File: src/rtl/id_ex_stage.sv
// id_ex_stage: ID/EX pipeline register with load-use interlock (bubble insertion + front-end freeze).
// Define ID_EX_PERF_CNT_EN to add saturating bubble/flush performance counters.
module id_ex_stage #(
    parameter int XLEN     = 32,
    parameter int KEY_W    = 5,
    parameter int ALU_OP_W = 4,
    parameter int LOAD_LAT = 1
) (
    input  logic                clk,
    input  logic                reset,
    input  logic                id_valid,
    input  logic [KEY_W-1:0]    id_src1_key,
    input  logic [KEY_W-1:0]    id_src2_key,
    input  logic                id_src1_used,
    input  logic                id_src2_used,
    input  logic [XLEN-1:0]     id_src1_val,
    input  logic [XLEN-1:0]     id_src2_val,
    input  logic [XLEN-1:0]     id_imm,
    input  logic [KEY_W-1:0]    id_rd_key,
    input  logic                id_rd_en,
    input  logic                id_is_load,
    input  logic [ALU_OP_W-1:0] id_alu_op,
    input  logic                id_use_imm,
    input  logic                flush,
    input  logic                mem_busy,
    output logic                ex_valid,
    output logic [KEY_W-1:0]    ex_src1_key,
    output logic [KEY_W-1:0]    ex_src2_key,
    output logic [XLEN-1:0]     ex_src1_val,
    output logic [XLEN-1:0]     ex_src2_val,
    output logic [XLEN-1:0]     ex_imm,
    output logic [KEY_W-1:0]    ex_rd_key,
    output logic                ex_rd_en,
    output logic                ex_is_load,
    output logic [ALU_OP_W-1:0] ex_alu_op,
    output logic                ex_use_imm,
`ifdef ID_EX_PERF_CNT_EN
    output logic [31:0]         perf_bubble_cnt,
    output logic [31:0]         perf_flush_cnt,
`endif
    output logic                id_stall
);
    typedef enum logic {RUN, STALL} state_t;
    state_t     state, state_n;
    logic [2:0] cnt, cnt_n;
    logic       hz, bubble, advance, stall_c;
    assign hz = ex_valid & ex_is_load & ex_rd_en & (ex_rd_key != '0) & id_valid &
                ((id_src1_used & (id_src1_key == ex_rd_key)) | (id_src2_used & (id_src2_key == ex_rd_key)));
    always_comb begin
        state_n = state;
        cnt_n   = cnt;
        bubble  = 1'b0;
        advance = 1'b0;
        stall_c = 1'b0;
        if (flush) begin
            bubble  = 1'b1;
            state_n = RUN;
            cnt_n   = '0;
        end else if (mem_busy) begin
            stall_c = 1'b1;
        end else if (state == STALL) begin
            bubble  = 1'b1;
            stall_c = 1'b1;
            state_n = (cnt == 3'd1) ? RUN : STALL;
            cnt_n   = cnt - 3'd1;
        end else if (hz) begin
            bubble  = 1'b1;
            stall_c = 1'b1;
            state_n = (LOAD_LAT > 1) ? STALL : RUN;
            cnt_n   = (LOAD_LAT > 1) ? 3'(LOAD_LAT - 1) : '0;
        end else begin
            advance = 1'b1;
        end
    end
    // Reset redirects the front end, so it must never see a freeze while reset is high
    assign id_stall = stall_c & ~reset;
    always_ff @(posedge clk or posedge reset) begin
        if (reset) begin
            state <= RUN;
            cnt   <= '0;
        end else begin
            state <= state_n;
            cnt   <= cnt_n;
        end
    end
    always_ff @(posedge clk or posedge reset) begin
        if (reset) begin
            ex_valid    <= 1'b0;
            ex_src1_key <= '0;
            ex_src2_key <= '0;
            ex_src1_val <= '0;
            ex_src2_val <= '0;
            ex_imm      <= '0;
            ex_rd_key   <= '0;
            ex_rd_en    <= 1'b0;
            ex_is_load  <= 1'b0;
            ex_alu_op   <= '0;
            ex_use_imm  <= 1'b0;
        end else if (advance) begin
            ex_valid    <= id_valid;
            ex_src1_key <= id_src1_key;
            ex_src2_key <= id_src2_key;
            ex_src1_val <= id_src1_val;
            ex_src2_val <= id_src2_val;
            ex_imm      <= id_imm;
            ex_rd_key   <= id_rd_key;
            ex_rd_en    <= id_rd_en & id_valid;
            ex_is_load  <= id_is_load & id_valid;
            ex_alu_op   <= id_alu_op;
            ex_use_imm  <= id_use_imm;
        end else if (bubble) begin
            ex_valid    <= 1'b0;
            ex_rd_en    <= 1'b0;
            ex_is_load  <= 1'b0;
        end
    end
`ifdef ID_EX_PERF_CNT_EN
    always_ff @(posedge clk or posedge reset) begin
        if (reset) begin
            perf_bubble_cnt <= '0;
            perf_flush_cnt  <= '0;
        end else begin
            if (bubble & ~flush & (perf_bubble_cnt != '1))
                perf_bubble_cnt <= perf_bubble_cnt + 32'd1;
            if (flush & (perf_flush_cnt != '1))
                perf_flush_cnt <= perf_flush_cnt + 32'd1;
        end
    end
`endif
endmodule

File: config.mk
export PLATFORM = sky130hd
export DESIGN_NAME = id_ex_stage
export DESIGN_NICKNAME = d
export VERILOG_FILES = /design/src/rtl/id_ex_stage.sv
export SDC_FILE = /design/constraint.sdc
export NUM_CORES = 1
export LEC_CHECK = 0
export CAP_MARGIN = 15
export CORE_MARGIN = 2
export CORE_UTILIZATION = 40
export CTS_BUF_LIST = sky130_fd_sc_hd__clkbuf_8
export CTS_CLUSTER_SIZE = 20
export DETAILED_ROUTE_END_ITERATION = 12
export HOLD_SLACK_MARGIN = 0.15
export PLACE_DENSITY = 0.8
export SLEW_MARGIN = 30
export SYNTH_ARGS = -nofsm -noshare
export SYNTH_HDL_FRONTEND = slang
export SYNTH_SLANG_ARGS = --single-unit
File: constraint.sdc
create_clock -name clk -period 4.6 [get_ports clk]
set_clock_uncertainty 0.1 [all_clocks]
set_input_delay 0.92 -clock clk [delete_from_list [all_inputs] [get_ports clk]]
set_output_delay 0.92 -clock clk [all_outputs]
set_load 0.05 [all_outputs]
Yosys cells after proc, flatten, opt, wreduce, memory -nomap -nowiden
Index checks and enable logic that the tools add are counted.

$add $sub $neg: 1. Equality and inequality tests: 4. Mux-type cells: 22. Bitwise operators: 12. Reductions and logical operators: 4.

Operators by type and width (count): $mux W1 (18); $mux W3 (4); $and A1 B1 Y1 (10); $eq A5 B5 Y1 (2); $reduce_bool A5 Y1 (1); $eq A3 B1 Y1 const B (1); $reduce_bool A3 Y1 (1); $sub A3 B1 Y3 const B (1); $ne A2 B2 Y1 const B (1); $reduce_and A2 Y1 (1); $reduce_bool A2 Y1 (1); $not A1 Y1 (1); $or A1 B1 Y1 (1).

Register bits after elaboration: 123. Bits of input ports: 125. Output and inout bits: 120.

Depth between registers and ports, before layout
Word-level depth: 11. Mapped depth: 7. Gate-level depth less buffers: 5.

Worst setup path after synthesis
No wires, ideal clock.

Kind: input-to-output. Start point: input port id_src1_key[3]. End point: output port id_stall. Arrival time: 2.973 ns. Slack: 0.607 ns. Stages: 5. Path buffers: 0. Path through: xor2_1 -> nor4_1 -> a32oi_1 -> o21ba_2 -> a211oi_1.

Cells in the longest elaborated chain, start to end: 9.

Ends and longest elaborated chain: start, declared (line 12) `input logic [KEY_W-1:0] id_src1_key,`; $eq A5 B5 Y1 (line 48) `((id_src1_used & (id_src1_key == ex_rd_key)) | (id_src2_used & (id_src2_key == ex_rd_key)));`; $and A1 B1 Y1 (line 48); $or A1 B1 Y1 (line 48); $and A1 B1 Y1 (line 47) `assign hz = ex_valid & ex_is_load & ex_rd_en & (ex_rd_key != '0) & id_valid &`; $mux W1 (line 66) `end else if (hz) begin`; $mux W1 (line 61) `end else if (state == STALL) begin`; $mux W1 (line 59) `end else if (mem_busy) begin`; $mux W1 (line 55) `if (flush) begin`; $and A1 B1 Y1 (line 76) `assign id_stall = stall_c & ~reset;`; end, declared (line 41) `output logic id_stall`.

No other way between the ends.

Worst setup path in the final report
Ends and elaborated chain as after synthesis.

==> flow_summary.json <==
{
  "dieWidth_um": 114,
  "wire_per_inst_um": 17.3,
  "postCtsSetupRepairBufs": 0,
  "worstSkewPairLatency_ns": 0.42,
  "place_congestion": 0.768,
  "slew_headroom_pct": 54.6,
  "wirelength_um": 12400,
  "antenna_found_initial": 0,
  "critPathKind": "input port to output port",
  "avgSynthCellArea_um2": 16.0,
  "rsz0062_at_grt": "no",
  "synth-compound-area-share_pct": 2.44,
  "drive_gt1_share_pct": 20.7,
  "cts.sinks": 123,
  "clkPwrFrac_pct": 28.7,
  "vias_per_cell": 4.81,
  "chipHeight_um": 114,
  "synthXorXnorAreaFrac_pct": 1.81,
  "whs_ns": 0.389,
  "grt_max_degree": 77,
  "setup_tns_ns": 0,
  "antenna_left": 0,
  "vias": 3450,
  "ys_seq_elements": 123,
  "worst_slew_pin_slew_ns": 0.681,
  "synth_top_family_by_area": "multiplexers",
  "antennaDiodeCount": 0,
  "cp.required_ns": 3.58,
  "fin_crit_ns": 4.29,
  "ys_warn_count": 0,
  "highest_layer": "met4",
  "rows": 40,
  "powerDensity_nw_per_um2": 448,
  "grt_overflow": 0,
  "start_util_pct": 40.5,
  "syn_inst": 301,
  "final_hold_viol_count": 0,
  "holdBufCountCts": 0,
  "cts_buffers": 17,
  "nets": 685,
  "dp_slack_ns": 0.414,
  "hp-class": "flip-flop to flip-flop",
  "route.met3.wl_um": 1180,
  "cp-end-kind": "output port",
  "clk_path_buf_depth": 2,
  "cts.reportedPaths.clkPinSlew_ns": 0.06,
  "seqPwrFrac_pct": 37.3,
  "final-setup-viol-count": 0,
  "period_share_pct": 93.3,
  "p_sw_mw": 1.22,
  "place_hpwl_um": 9410,
  "drv_slew": 0,
  "fmax_ghz": 0.233,
  "yosys.area_share.simple_pct": 1.89,
  "io_pins": 245,
  "dr.first_iter.drc_count": 87,
  "first_pass_iters": 4,
  "nFillCells": 906,
  "clockRootBuffer": "clkbuf_8",
  "core_um2": 11900,
  "synth.area.mux_share_pct": 27.3,
  "max_cap_viol_count": 0,
  "cp_slowest_cell": "nor4_1",
  "synth_area_um2": 4830,
  "path_cells": "clkdlybuf4s50_1 -> xor2_1 -> nor4_1 -> a32oi_1 -> o21ba_2 -> a211oi_1 -> buf_12",
  "final_cell_mix": "243 x clkdlybuf4s50_1, 123 x dfrtp_1, 77 x mux2_2",
  "swShare_pct": 34.5,
  "area.growth.synth_to_final_pct": 64.0,
  "setup_slack_ns": 0.307,
  "track_usage_pct": 19.7,
  "peakVddDrop_mv": 0.257,
  "grt_pass1_vias": 3814,
  "synth_fa_ha_area_share_pct": 0.518,
  "die_area_um2": 13000,
  "cts_tree": "done",
  "outcome": "finished, final reports clean",
  "max_stage_delay_ns": 0.48,
  "grt_pass1_wl_um": 19600,
  "yosysSeqAreaShare_pct": 63.8,
  "htreeDepth": 4,
  "intPower_mw": 2.32,
  "synth_cell_type_count": 30,
  "critPathArrivalTime_ns": 3.27,
  "syn_nets": 428,
  "io_buffer_count": 244,
  "drcViolationCount": 0,
  "route.met2.wl_um": 6460,
  "ctsResizeCount": 0,
  "final_util_pct": 66.4,
  "start_kind": "input port",
  "met1Wirelength_um": 4570,
  "final_common_cell": "clkdlybuf4s50_1",
  "crit_path_max_fanout": 4,
  "p_comb_share_pct": 34.1,
  "leakagePower_nw": 3.29
}
state kept, by name, summed over array words and instances (netlist names):
signal       count
ex_alu_op        4
state            1
ex_src2_key      5
ex_src1_key      5
ex_valid         1
ex_imm          32
ex_rd_en         1
cnt              3
ex_rd_key        5
ex_is_load       1
ex_use_imm       1
ex_src1_val     32
ex_src2_val     32
layer usage:
| layer | vias to the layer above | global-route usage, % |
|---|---|---|
| met1 | 1692 | 20.8 |
| met5 | - | 0 |
| met3 | 14 | 7.76 |
| met4 | 0 | 6.99 |
| li1 | 1586 | - |
| met2 | 158 | 35.7 |
critical path: cells and delay by family:
family,cells,cell delay [ns]
AOI/OAI and AO/OA,3,1.06
buffers and inverters,2,0.65
and+or+nand+nor,1,0.48
xor gates and xnor gates,1,0.16
cell families (layout without fill, tap and decap cells):
| group | count (synthesis) | in the layout |
|---|---|---|
| adder cells (fa/ha/maj) | 2 | 2 |
| AND/OR/NAND/NOR | 17 | 17 |
| multiplexers | 117 | 117 |
| XOR/XNOR | 10 | 10 |
| buffers and inverters | 17 | 286 |
| AO/OA/AOI/OAI | 15 | 15 |
| flip-flops | 123 | 123 |
through the flow:
stage	power [mW]	area, µm²	instances
after floorplan	2.06	4830	301
after CTS	3.59	7910	717
after global placement	2.54	7480	686
after global routing	3.69	7920	717
after detailed placement	2.56	7480	686
final	3.55	7920	717
power groups by stage:
stage / clock network [mW] / logic [mW] / registers, mW
final: 1.02 / 1.21 / 1.32
after global routing: 1.09 / 1.26 / 1.34
after CTS: 1.04 / 1.22 / 1.32
after detailed placement: 0 / 1.22 / 1.34
after global placement: 0 / 1.20 / 1.33
after floorplan: 0 / 0.191 / 1.87
cell type report:
cell class                      instances  area [µm²]  share of cell area, %
Clock buffer                           23         317                   4.00
Clock inverter                          8         115                   1.45
Inverter                                4        20.0                  0.253
Multi-Input combinational cell        161        1650                   20.8
Sequential cell                       123        3080                   38.9
Tap cell                              147         184                   2.32
Timing Repair Buffer                  251        2550                   32.3
synth_stat cells:
master / instances / area (µm²)
dfrtp_1: 123 / 3080
mux2_2: 77 / 867
mux2_1: 40 / 450
xor2_1: 8 / 70.1
buf_2: 7 / 35.0
buf_6: 5 / 56.3
nor2_1: 5 / 18.8
inv_1: 4 / 15.0
a21oi_1: 2 / 10.0
a32o_1: 2 / 20.0
and2_1: 2 / 12.5
ha_1: 2 / 25.0
nand2_1: 2 / 7.51
nor3_1: 2 / 10.0
nor4_1: 2 / 12.5
o21ai_2: 2 / 17.5
o22ai_1: 2 / 12.5
xnor2_1: 2 / 17.5
a211oi_1: 1 / 7.51
a22o_1: 1 / 8.76
a22oi_1: 1 / 7.51
a31oi_1: 1 / 6.26
a32oi_1: 1 / 8.76
and4_1: 1 / 8.76
clkbuf_1: 1 / 3.75
nand2b_1: 1 / 6.26
nor3b_1: 1 / 7.51
o21ba_2: 1 / 10.0
o41ai_1: 1 / 8.76
or4_1: 1 / 7.51
final timing paths:
path                                start               to  slack (ns)  cells after the start
setup / recovery           id_src1_key[3]         id_stall        0.31                      7
hold / removal                 ex_imm[20]       ex_imm[20]        0.39                      1
setup reg to reg             ex_rd_key[3]  ex_src1_val[22]        1.60                      6
hold reg to reg                ex_imm[20]       ex_imm[20]        0.39                      1
max in group asynchronous           reset        ex_imm[8]        2.68                      3
min in group asynchronous           reset  ex_src2_val[27]        0.92                      2
(Power assumes the default switching activity.)
